[src/rtl/rom_wb_arbiter.sv]
// rom_wb_arbiter: two-master Wishbone read arbiter in front of a boot ROM.
// Round-robin grant on ties, at least one idle slave cycle between transfers,
// and a HOLD state that finishes a transfer abandoned by its master while
// hiding the late ack from it.
// Optional feature: define ROM_WB_ARB_TIMEOUT_EN to bound the wait for
// s_ack_i to TIMEOUT cycles. Expiry pulses the owner's err and frees the bus.
module rom_wb_arbiter #(
    parameter int TIMEOUT = 64,
    parameter int ADR_W   = 5
) (
    input  logic             clk,
    input  logic             rst,
    input  logic [ADR_W-1:0] m0_adr_i,
    input  logic             m0_cyc_i,
    input  logic             m0_stb_i,
    output logic [31:0]      m0_dat_o,
    output logic             m0_ack_o,
    output logic             m0_err_o,
    input  logic [ADR_W-1:0] m1_adr_i,
    input  logic             m1_cyc_i,
    input  logic             m1_stb_i,
    output logic [31:0]      m1_dat_o,
    output logic             m1_ack_o,
    output logic             m1_err_o,
    output logic [ADR_W-1:0] s_adr_o,
    output logic             s_cyc_o,
    output logic             s_stb_o,
    input  logic [31:0]      s_dat_i,
    input  logic             s_ack_i
);

    typedef enum logic [2:0] {
        IDLE  = 3'd0,
        GNT0  = 3'd1,
        GNT1  = 3'd2,
        HOLD0 = 3'd3,
        HOLD1 = 3'd4
    } state_t;

    state_t           state_r;
    logic             last_gnt_r;
    logic [ADR_W-1:0] hold_adr_r;
    logic             req0_s;
    logic             req1_s;
    logic             expire_s;

    assign req0_s = m0_cyc_i & m0_stb_i;
    assign req1_s = m1_cyc_i & m1_stb_i;

`ifdef ROM_WB_ARB_TIMEOUT_EN
    localparam int CNT_W = (TIMEOUT > 1) ? $clog2(TIMEOUT) : 1;

    logic [CNT_W-1:0] tmo_cnt_r;

    // The counter never passes TIMEOUT-1: that value ends the transfer.
    assign expire_s = (state_r != IDLE) && (tmo_cnt_r == CNT_W'(TIMEOUT - 1));

    // Wait counter: zero while idle, so every grant starts counting from zero.
    always_ff @(posedge clk or posedge rst) begin
        if (rst) begin
            tmo_cnt_r <= '0;
        end else if ((state_r == IDLE) || s_ack_i || expire_s) begin
            tmo_cnt_r <= '0;
        end else begin
            tmo_cnt_r <= tmo_cnt_r + CNT_W'(1);
        end
    end
`else
    assign expire_s = 1'b0;
`endif

    // Arbitration FSM: grant, abandon tracking, round-robin history, address freeze.
    always_ff @(posedge clk or posedge rst) begin
        if (rst) begin
            state_r    <= IDLE;
            last_gnt_r <= 1'b1;
            hold_adr_r <= '0;
        end else begin
            case (state_r)
                IDLE: begin
                    // On a tie, m0 wins unless it owned the previous transfer.
                    if (req0_s && (!req1_s || last_gnt_r)) begin
                        state_r    <= GNT0;
                        hold_adr_r <= m0_adr_i;
                    end else if (req1_s) begin
                        state_r    <= GNT1;
                        hold_adr_r <= m1_adr_i;
                    end else begin
                        state_r <= IDLE;
                    end
                end
                GNT0: begin
                    if (s_ack_i || expire_s) begin
                        state_r    <= IDLE;
                        last_gnt_r <= 1'b0;
                    end else if (!m0_cyc_i) begin
                        state_r <= HOLD0;
                    end else begin
                        state_r <= GNT0;
                    end
                end
                GNT1: begin
                    if (s_ack_i || expire_s) begin
                        state_r    <= IDLE;
                        last_gnt_r <= 1'b1;
                    end else if (!m1_cyc_i) begin
                        state_r <= HOLD1;
                    end else begin
                        state_r <= GNT1;
                    end
                end
                HOLD0: begin
                    if (s_ack_i || expire_s) begin
                        state_r    <= IDLE;
                        last_gnt_r <= 1'b0;
                    end else begin
                        state_r <= HOLD0;
                    end
                end
                HOLD1: begin
                    if (s_ack_i || expire_s) begin
                        state_r    <= IDLE;
                        last_gnt_r <= 1'b1;
                    end else begin
                        state_r <= HOLD1;
                    end
                end
                default: begin
                    state_r <= IDLE;
                end
            endcase
        end
    end

    // Bus routing: live address from the owner in GNT, frozen address in HOLD.
    always_comb begin
        s_cyc_o  = 1'b0;
        s_stb_o  = 1'b0;
        s_adr_o  = '0;
        m0_ack_o = 1'b0;
        m1_ack_o = 1'b0;
        m0_err_o = 1'b0;
        m1_err_o = 1'b0;
        case (state_r)
            GNT0: begin
                s_cyc_o  = 1'b1;
                s_stb_o  = 1'b1;
                s_adr_o  = m0_adr_i;
                m0_ack_o = s_ack_i;
                m0_err_o = expire_s & ~s_ack_i;
            end
            GNT1: begin
                s_cyc_o  = 1'b1;
                s_stb_o  = 1'b1;
                s_adr_o  = m1_adr_i;
                m1_ack_o = s_ack_i;
                m1_err_o = expire_s & ~s_ack_i;
            end
            HOLD0, HOLD1: begin
                s_cyc_o = 1'b1;
                s_stb_o = 1'b1;
                s_adr_o = hold_adr_r;
            end
            default: begin
                s_cyc_o = 1'b0;
            end
        endcase
    end

    assign m0_dat_o = s_dat_i;
    assign m1_dat_o = s_dat_i;

endmodule

[config.mk]
export PLATFORM = sky130hd
export DESIGN_NAME = rom_wb_arbiter
export DESIGN_NICKNAME = d
export VERILOG_FILES = /design/src/rtl/rom_wb_arbiter.sv
export SDC_FILE = /design/constraint.sdc
export NUM_CORES = 1
export LEC_CHECK = 0
export CAP_MARGIN = 40
export CORE_MARGIN = 5
export CORE_UTILIZATION = 28
export DETAILED_ROUTE_END_ITERATION = 7
export HOLD_SLACK_MARGIN = 0.06
export MAX_ROUTING_LAYER = met4
export PLACE_DENSITY_LB_ADDON = 0.12
export SYNTH_ARGS = -nofsm -noshare
export SYNTH_HDL_FRONTEND = slang
export SYNTH_SLANG_ARGS = --single-unit
export TNS_END_PERCENT = 20
[constraint.sdc]
create_clock -name clk -period 2 [get_ports clk]
set_clock_uncertainty 0.1 [all_clocks]
set_input_delay 0.4 -clock clk [delete_from_list [all_inputs] [get_ports clk]]
set_output_delay 0.4 -clock clk [all_outputs]
set_load 0.01 [all_outputs]
==> results of run 1 <==
-- final cells by class --
cell class,count,share of cell area
clock buffers,4,0.03926
inverters,2,0.006543
multi-input cells,55,0.3850
flip-flops and latches,9,0.1985
well taps,50,0.05453
repair buffers,45,0.3162
-- state kept, by name, indices dropped and copies added, names as in the netlist --
name,flops
state_r,3
hold_adr_r,5
last_gnt_r,1
-- kinds of logic after synthesis --
group                  share of synthesized area
multiplexers                             0.02832
other                                   0.003265
buffers and inverters                     0.4684
AND/OR/NAND/NOR                          0.08280
XOR/XNOR                                0.007627
AO/OA/AOI/OAI                             0.2124
flip-flops                                0.1972
-- what timing repair did --
action                     in CTS  in global routing
buffers inserted                1                  1
hold buffers                    0                  0
cloned                          0                  0
pin swaps                       0                  6
setup endpoints to repair       9                  6
gates resized for setup        31                 18
-- power by group --
| group | switching [mW] | internal, mW | total (mW) |
|---|---|---|---|
| clock network | 0.0834 | 0.140 | 0.223 |
| logic | 0.282 | 0.350 | 0.632 |
| registers | 0.0631 | 0.263 | 0.327 |
| total | 0.428 | 0.754 | 1.18 |
-- worst max path at each step --
stage                            from  cells past startpoint             to
after floorplan            state_r[0]                      5  hold_adr_r[0]
after global placement    m1_adr_i[3]                      5     s_adr_o[3]
after detailed placement  m1_adr_i[0]                      5     s_adr_o[0]
after CTS                  state_r[0]                      6     s_adr_o[3]
after global routing       state_r[0]                      6     s_adr_o[4]
final                      state_r[0]                      6     s_adr_o[4]
-- metal layers --
| metal | up-vias | GRT usage | routed length (um) |
|---|---|---|---|
| li1 | 356 | - | - |
| met1 | 351 | 0.1234 | 1102 |
| met2 | 38 | 0.1417 | 1244 |
| met3 | 8 | 0.04730 | 288 |
| met4 | 0 | 0.04829 | 44 |
| met5 | - | - | 0 |
-- layout by cell type, fill, tap and decap left out, types with 2 or more instances in the layout --
master           synthesis  final
buf_4                   67     19
a22oi_1                  6      3
o21ai_1                  0      2
inv_1                    2      2
clkbuf_2                 0      2
conb_1                   1      2
nand2_1                  7      7
o21bai_1                 6      5
a22oi_2                  0      3
o221a_1                  5      5
buf_2                    1      6
dfrtp_1                  8      7
nor2_1                   3      3
a21oi_1                  3      3
clkbuf_8                 0      3
o21ai_0                  4      2
nor3b_1                  3      2
o2bb2ai_1                3      2
clkdlybuf4s50_1          0     16
==> impl_metrics.ini, run 1 <==
[outcome]
status = finished, violations left
violations = negative setup slack

[synth]
syn_area_per_cell_um2 = 8.384
yosysWarningCount = 0
synth_ff_type = dfrtp_1
synth_area_leader_cell = buf_4
yosys.cell_count.top_type = buf_4
synth.area.top_cells = buf_4, dfrtp_1, o221a_1
netlist_area_um2 = 1149
netlist_top_cells_count = buf_4, dfrtp_1, nand2_1
synth_edf_count = 0
synthArstFlopShare = 1.000
synth_cell_types = 28
ys_ff_latch = 9
synthCells = 137
synth_top_cell_area_share = 0.4379
synth_seq_area_share = 0.1972

[worst_setup_path]
cp_top_family = buffers and inverters
critPathCaptureType = primary output
critPathMaxFanout = 4
path_cells = buf_4, nor2b_2, buf_4, a22oi_1, o2bb2ai_1, buf_2
crit_path_max_incr_delay_ns = 0.43
r2r_start = state_r[0]
arrival_ns = 1.53
worst-path-buf-inv = 3
crit_required_ns = 1.50
rrSetupSlack_ns = 0.03
critPathLaunchType = flip-flop
crit_path_top_delay_cell = dfrtp_1
r2r_cells = 5
timing.rr.end = hold_adr_r[3]
path_class = flip-flop to primary output
worst_path_most_repeated_cell = buf_4

[placement]
place_ws_ns = -0.3295
dp_hpwl_mm = 1.962
placedCellCount = 160
placed_area_um2 = 1077
numPortBuffers = 25
gp_congestion = 0.7757

[sta]
period_needed_ns = 2.027
drv_slew = 0
whs_ns = 0.3470
fin_crit_sh = 1.014
rsz0062_at_grt = yes
setup_ws_ns = -0.02741
setup_viol = 2
fmaxAchievable_ghz = 0.4932
final.setup.tns_ns = -0.04252
hold_violations = 0

[floorplanning]
initial_core_util = 0.2871
die_w_um = 74.05
rows = 23
die_area_um2 = 5483
io_pins = 124
core_um2 = 4000
fp.dieH_um = 74.05

[finish]
fill_cells = 431
final_area_um2 = 1147
nets = 165
insertedDiodeCount = 0
fin_cells = 165
syn_to_final_growth_pct = -0.1090
drive_gt1_frac = 0.4000
regArea_um2 = 227.7
multi_input_area_um2 = 441.7
final_util = 0.2868

[clocking]
cts_tree = yes
clk_latency_ns = 0.24
clock_path_buffers = 2
numCtsBuffers = 3
root_buffer = clkbuf_8
clock_sinks = 9
htree_levels = 1
clkTransAtPathRegs_ns = 0.05

[power]
fin_total_pwr_mw = 1.182
peakVddDrop_uv = 369.9
p_per_area_nw_per_um2 = 1030
p_leak_nw = 0.4977

[routing]
ant_nets = 0
dr.pass1.iters = 4
vias_per_cell = 4.564
routed-via-count = 753
post_drt_wl_per_cell_um = 16.24
drc = 0
drtIter0Drc = 19
finalWirelength_mm = 2.679

[grt]
track_usage = 0.1019
grt.overflow.total = 0
grt_pass1_wl_mm = 4.091
antenna_found_initial = 0
grt_pass1_vias = 811
grt_max_degree = 10

[job]
cap_violations = 0

[hold_path]
hold_path_class = input pin to asynchronous set/reset pin
No activity file was read; power rests on OpenSTA's default activity.
==> run 2, diff against run 1 <==
--- a/config.mk
+++ b/config.mk
@@ -5,6 +5,7 @@
 export SDC_FILE = /design/constraint.sdc
 export NUM_CORES = 1
 export LEC_CHECK = 0
+export ABC_CLOCK_PERIOD_IN_PS = 2000
 export CAP_MARGIN = 40
 export CORE_MARGIN = 5
 export CORE_UTILIZATION = 28
==> results of run 2 <==
No change in the layout: final DEF, timing and power equal those of run 1.
==> run 3, diff against run 2 <==
--- a/config.mk
+++ b/config.mk
@@ -10,9 +10,10 @@
 export CORE_MARGIN = 5
 export CORE_UTILIZATION = 28
 export DETAILED_ROUTE_END_ITERATION = 7
-export HOLD_SLACK_MARGIN = 0.06
+export HOLD_SLACK_MARGIN = 0.02
 export MAX_ROUTING_LAYER = met4
 export PLACE_DENSITY_LB_ADDON = 0.12
+export SLEW_MARGIN = 20
 export SYNTH_ARGS = -nofsm -noshare
 export SYNTH_HDL_FRONTEND = slang
 export SYNTH_SLANG_ARGS = --single-unit
==> results of run 3 <==
No change in the layout: final DEF, timing and power equal those of run 1.
==> RTL change 1, RTL diff (flow settings as in run 2) <==
The option `ROM_WB_ARB_TIMEOUT_EN` is turned on by a define.
--- a/src/rtl/rom_wb_arbiter.sv
+++ b/src/rtl/rom_wb_arbiter.sv
@@ -4,6 +4,8 @@
 // hiding the late ack from it.
 // Optional feature: define ROM_WB_ARB_TIMEOUT_EN to bound the wait for
 // s_ack_i to TIMEOUT cycles. Expiry pulses the owner's err and frees the bus.
+`define ROM_WB_ARB_TIMEOUT_EN
+
 module rom_wb_arbiter #(
     parameter int TIMEOUT = 64,
     parameter int ADR_W   = 5
Check against the original RTL: same outputs for any inputs over 10 cycles, from zero or initial values and one cycle with rst high; that may be too few to reach the edited logic, so the function may still have changed.
==> RTL change 1 against run 2 <==
The flow still finishes with violations (negative setup slack); global-route usage up 0.24 points; final area up 45%; worst setup slack worse by 27 ps; maximum frequency down 1.3%; sequential cell count up 6; worst hold slack better by 5.1 ps; utilization up 3.5 points; area after synthesis up 31%; clock power up 13%; final cell count up 44%; wire length up 28%; total power up 30%.
==> RTL change 1: results (changes against run 2) <==
Critical Path AT=1550 ps (was 1530 ps); dpl cells=230 (was 160); commonest cells in the netlist=buf_4 (65), dfrtp_1 (14), nand2_1 (8), nor2_1 (8), o21ai_0 (8) (was buf_4 (67), dfrtp_1 (8), nand2_1 (7)); status=finished, violations left (unchanged); Final HPWL DP=2680 um (was 1960 um); IO Port Bufs=27 (was 25); reg2reg setup slack=220 ps (was 30 ps); diode count=0 (unchanged); cells taking the most area after synthesis=buf_4 (32%), dfrtp_1 (23%), o221a_1 (3.7%) (was buf_4 (44%), dfrtp_1 (17%), o221a_1 (4.9%)); CP max-delay cell=dfrtp_2 (was dfrtp_1); relative slew slack=68.9%; Synth Area in XOR/XNOR=1.74% (was 0.763%); failing checks=negative setup slack (unchanged); P_leak=0.697 nW (was 0.498 nW); first-pass GRT wire length=5870 um (was 4090 um); Clock power frac=16.3% (was 18.9%); Synth Warn #=0 (unchanged); Largest regs=tmo_cnt_r (6), hold_adr_r (5), state_r (3) (was hold_adr_r (5), state_r (3), last_gnt_r (1)); Comb. pwr=0.818 mW (was 0.632 mW); TritonCTS Buffers=3 (unchanged); Yosys cell types=41 (was 28); Avg WL per Cell=14.4 um (was 16.2 um); ratio of cells with drive above 1 in the final layout=39.9% (was 40.0%); Synth Area in Compound Gates=15.4% (was 21.2%); Final nets=219 (was 165); worst-case reg-to-reg path depth=6 (was 5); Crit path max-delay family=simple AND/OR/NAND/NOR gates (was buffers and inverters); DRT iter0 DRCs=41 (was 19); Clk. pwr=0.252 mW (was 0.223 mW); FFs w/ async S/R, synth=100% (unchanged); Peak VDD IR=0.326 mV (was 0.370 mV); sequential area share after synthesis=25.0% (was 19.7%); r2r startpoint=state_r[0] (unchanged); Worst-path clk slew=70 ps (was 50 ps); Crit Path Max Fanout=5 (was 4); largest net degree at the start of global routing=16 (was 10); Non-Filler Instances=238 (was 165); DRT Pass-1 Iters=4 (unchanged); P_int=0.985 mW (was 0.754 mW); vias in the first global route=1167 (was 811); top-count cell post-synth=buf_4 (unchanged); multiplexer area fraction after synthesis=3.65% (was 2.83%); fill count=536 (was 431); All-Layer GR Usage=10.4% (was 10.2%); Worst Setup EP=s_cyc_o (was s_adr_o[4]); mean post-synth cell area=8.72 um^2 (was 8.38 um^2); Setup violations, final=6 (was 2); Synth Area in Adders=0.829% (was 0%); Final WS setup=-54.3 ps (was -27.4 ps); initial antenna violation count=0 (unchanged); dpl cell area=0.00158 mm^2 (was 0.00108 mm^2); Min Hold Slack=352 ps (was 347 ps); Place WS=-332 ps (was -329 ps); gp weighted congestion=0.852 (was 0.776); H-tree depth=1 (unchanged); clk root buf=clkbuf_8 (unchanged); setup_tns=-203 ps (was -42.5 ps); reg2reg end=hold_adr_r[1] (was hold_adr_r[3]); post-DR vias/cell=4.67 (was 4.56)
==> RTL change 1: cell count changes in the layout (fill, tap and decap cells not counted), moves of 4 or more <==
cell	run 2	this run
buf_4	19	33
nand4b_1	0	5
dfrtp_1	7	13
o21bai_1	5	0
nand3_1	0	4
nor2_1	3	8
==> RTL change 1: layout make-up <==
class / instances / area [um^2] / share of cell area, %
inverters: 5 / 18.8 / 1.13
well taps: 70 / 87.6 / 5.27
multi-input cells: 83 / 638 / 38.4
repair buffers: 61 / 494 / 29.7
flip-flops and latches: 15 / 378 / 22.7
clock buffers: 3 / 41.3 / 2.48
clock inverters: 1 / 5.00 / 0.301
==> RTL change 1: routing by layer <==
metal,GRT usage (%),part of all wire [%]
met1,12.0,44
met2,17.1,46
met3,4.06,8.1
met4,2.78,1.4
met5,-,0
==> RTL change 1: timing repair <==
action | 4_1_cts | 5_1_grt
setup buffers | 4 | 0
setup endpoints to repair | 11 | 11
resized for setup | 50 | 10
hold buffers | 0 | 0
pin swaps | 2 | 0
==> RTL change 2, RTL diff (settings of run 2) <==
Made on the original files. Re-encode `state_t` (5 states) as one-hot, 5 bits wide.
--- a/src/rtl/rom_wb_arbiter.sv
+++ b/src/rtl/rom_wb_arbiter.sv
@@ -29,12 +29,12 @@
     input  logic             s_ack_i
 );
 
-    typedef enum logic [2:0] {
-        IDLE  = 3'd0,
-        GNT0  = 3'd1,
-        GNT1  = 3'd2,
-        HOLD0 = 3'd3,
-        HOLD1 = 3'd4
+    typedef enum logic [4:0] {
+        IDLE  = 5'b00001,
+        GNT0  = 5'b00010,
+        GNT1  = 5'b00100,
+        HOLD0 = 5'b01000,
+        HOLD1 = 5'b10000
     } state_t;
 
     state_t           state_r;
Behaviour: no difference found for any inputs over 10 cycles, from zero or initial values and one cycle with rst high; not proved beyond that.
==> RTL change 2 against run 2 <==
The run still ends with negative setup slack left; final area rose by 28%; clock power rose by 4%; worst hold slack improved by 15 ps; sequential cell count rose by 2; wire length rose by 33%; total power rose by 15%; first-iteration DRC count rose by 100%; worst setup slack improved by 13 ps; utilization rose by 0.74 points; area after synthesis rose by 24%; largest cell class unchanged; highest routed layer unchanged.
==> RTL change 2: results (changes against run 2) <==
Largest regs=hold_adr_r (5), state_r (5), last_gnt_r (1) (was hold_adr_r (5), state_r (3), last_gnt_r (1)); dpl cells=218 (was 160); clk_lat worst skew=240 ps (about the same); Final WS setup=-14.6 ps (was -27.4 ps); final WL=3570 um (was 2680 um); Peak VDD IR=0.451 mV (was 0.370 mV); Final nets=206 (was 165); mean post-synth cell area=7.82 um^2 (was 8.38 um^2); sequential area share after synthesis=19.5% (was 19.7%); DRT Pass-1 Iters=4 (unchanged); Worst-path clk slew=60 ps; Crit Path Max Fanout=5 (was 4); TritonCTS Buffers=3 (unchanged); commonest cells in the netlist=buf_4 (67), nand3_1 (22), nand3b_1 (11) (was buf_4 (67), dfrtp_1 (8), nand2_1 (7)); Place WS=-138 ps (was -329 ps); Hold Path Class=in -> async (unchanged); H-tree depth=1 (unchanged); largest net degree at the start of global routing=16 (was 10); CTS Buffer Depth=2 (unchanged); fill count=573 (was 431); Synth Warn #=0 (unchanged); dpl cell area=0.00136 mm^2 (was 0.00108 mm^2); main flop type after synthesis=dfrtp_1 (unchanged); Final HPWL DP=2840 um (was 1960 um); M3 GR Usage=4.32% (was 4.73%); DRT iter0 DRCs=38 (was 19); gp weighted congestion=0.753 (was 0.776); initial antenna violation count=0 (unchanged); first-pass GRT wire length=5540 um (was 4090 um); P_leak=0.646 nW (was 0.498 nW); Yosys cell types=37 (was 28); Critical Path AT=1510 ps (was 1530 ps); Setup violations, final=4 (was 2); diode count=0 (unchanged); ratio of cells with drive above 1 in the final layout=35.3% (was 40.0%); failing checks=negative setup slack (unchanged); All-Layer GR Usage=11.0% (was 10.2%); routing usage on met2=16.4% (was 14.2%); FFs w/ async S/R, synth=100% (unchanged); clk root buf=clkbuf_8 (unchanged); setup_tns=-33.7 ps (was -42.5 ps); Vias=1072 (was 753); area occupied by multi-input gates=638 um^2 (was 442 um^2); IO Port Bufs=25 (unchanged); GR Util met1=13.2% (was 12.3%); status=finished, violations left (unchanged); cells taking the most area after synthesis=buf_4 (35%), dfrtp_1 (16%), nand3_1 (7.7%) (was buf_4 (44%), dfrtp_1 (17%), o221a_1 (4.9%)); Non-Filler Instances=226 (was 165)
[RTL change 2: power by group]
part / leakage [nW] / internal [mW] / switching (mW)
logic: 0.498 / 0.383 / 0.355
clock network: 0.0228 / 0.140 / 0.0907
registers: 0.125 / 0.318 / 0.0698
[RTL change 2: worst paths after layout]
path / startpoint / end / slack [ps] / depth (start not counted)
max: state_r[3] / s_adr_o[1] / -10 / 6
min: rst / state_r[3] / 360 / 2
max reg2reg: state_r[3] / state_r[1] / 170 / 4
min reg2reg: hold_adr_r[4] / hold_adr_r[4] / 460 / 1
max in group asynchronous: rst / state_r[0] / 1100 / 2
min in group clk: hold_adr_r[4] / hold_adr_r[4] / 460 / 1
[RTL change 2: kinds of logic after synthesis]
logic type	Yosys count	synth area share, %
buf+inv	82	39.6
flops	11	19.5
other cells	1	0.263
compound gates	20	9.93
simple gates	63	27.5
xor+xnor	4	2.46
mux	1	0.703
[RTL change 2: cell type report]
cell class | count | area share, %
tap | 70 | 5.94
inverter | 2 | 0.509
timing repair buffer | 49 | 28.1
multi-input combinational | 90 | 43.3
sequential | 11 | 19.1
clock buffer | 4 | 3.06
[RTL change 2: critical path, stage by stage, from the launching register on]
cell and delay (ps):
dfrtp_2 450, nor4_2 250, buf_4 180, buf_6 120
nand3_2 80, nand3_2 90, buf_6 100
[RTL change 2: per-layer routing]
metal	part of all wire, %	vias to the layer above	routed length (um)
met5	0	-	0
met4	2.7	0	95
met3	8.2	20	292
met2	46	45	1630
met1	43	499	1550
li1	-	508	-
[RTL change 2: repair_timing]
| item | CTS | global route |
|---|---|---|
| pin swaps | 1 | 5 |
| gates cloned | 0 | 0 |
| endpoints found under the hold margin | 0 | 0 |
| buffers inserted | 3 | 1 |
| gates resized for setup | 26 | 27 |
| endpoints found under the setup margin | 9 | 9 |
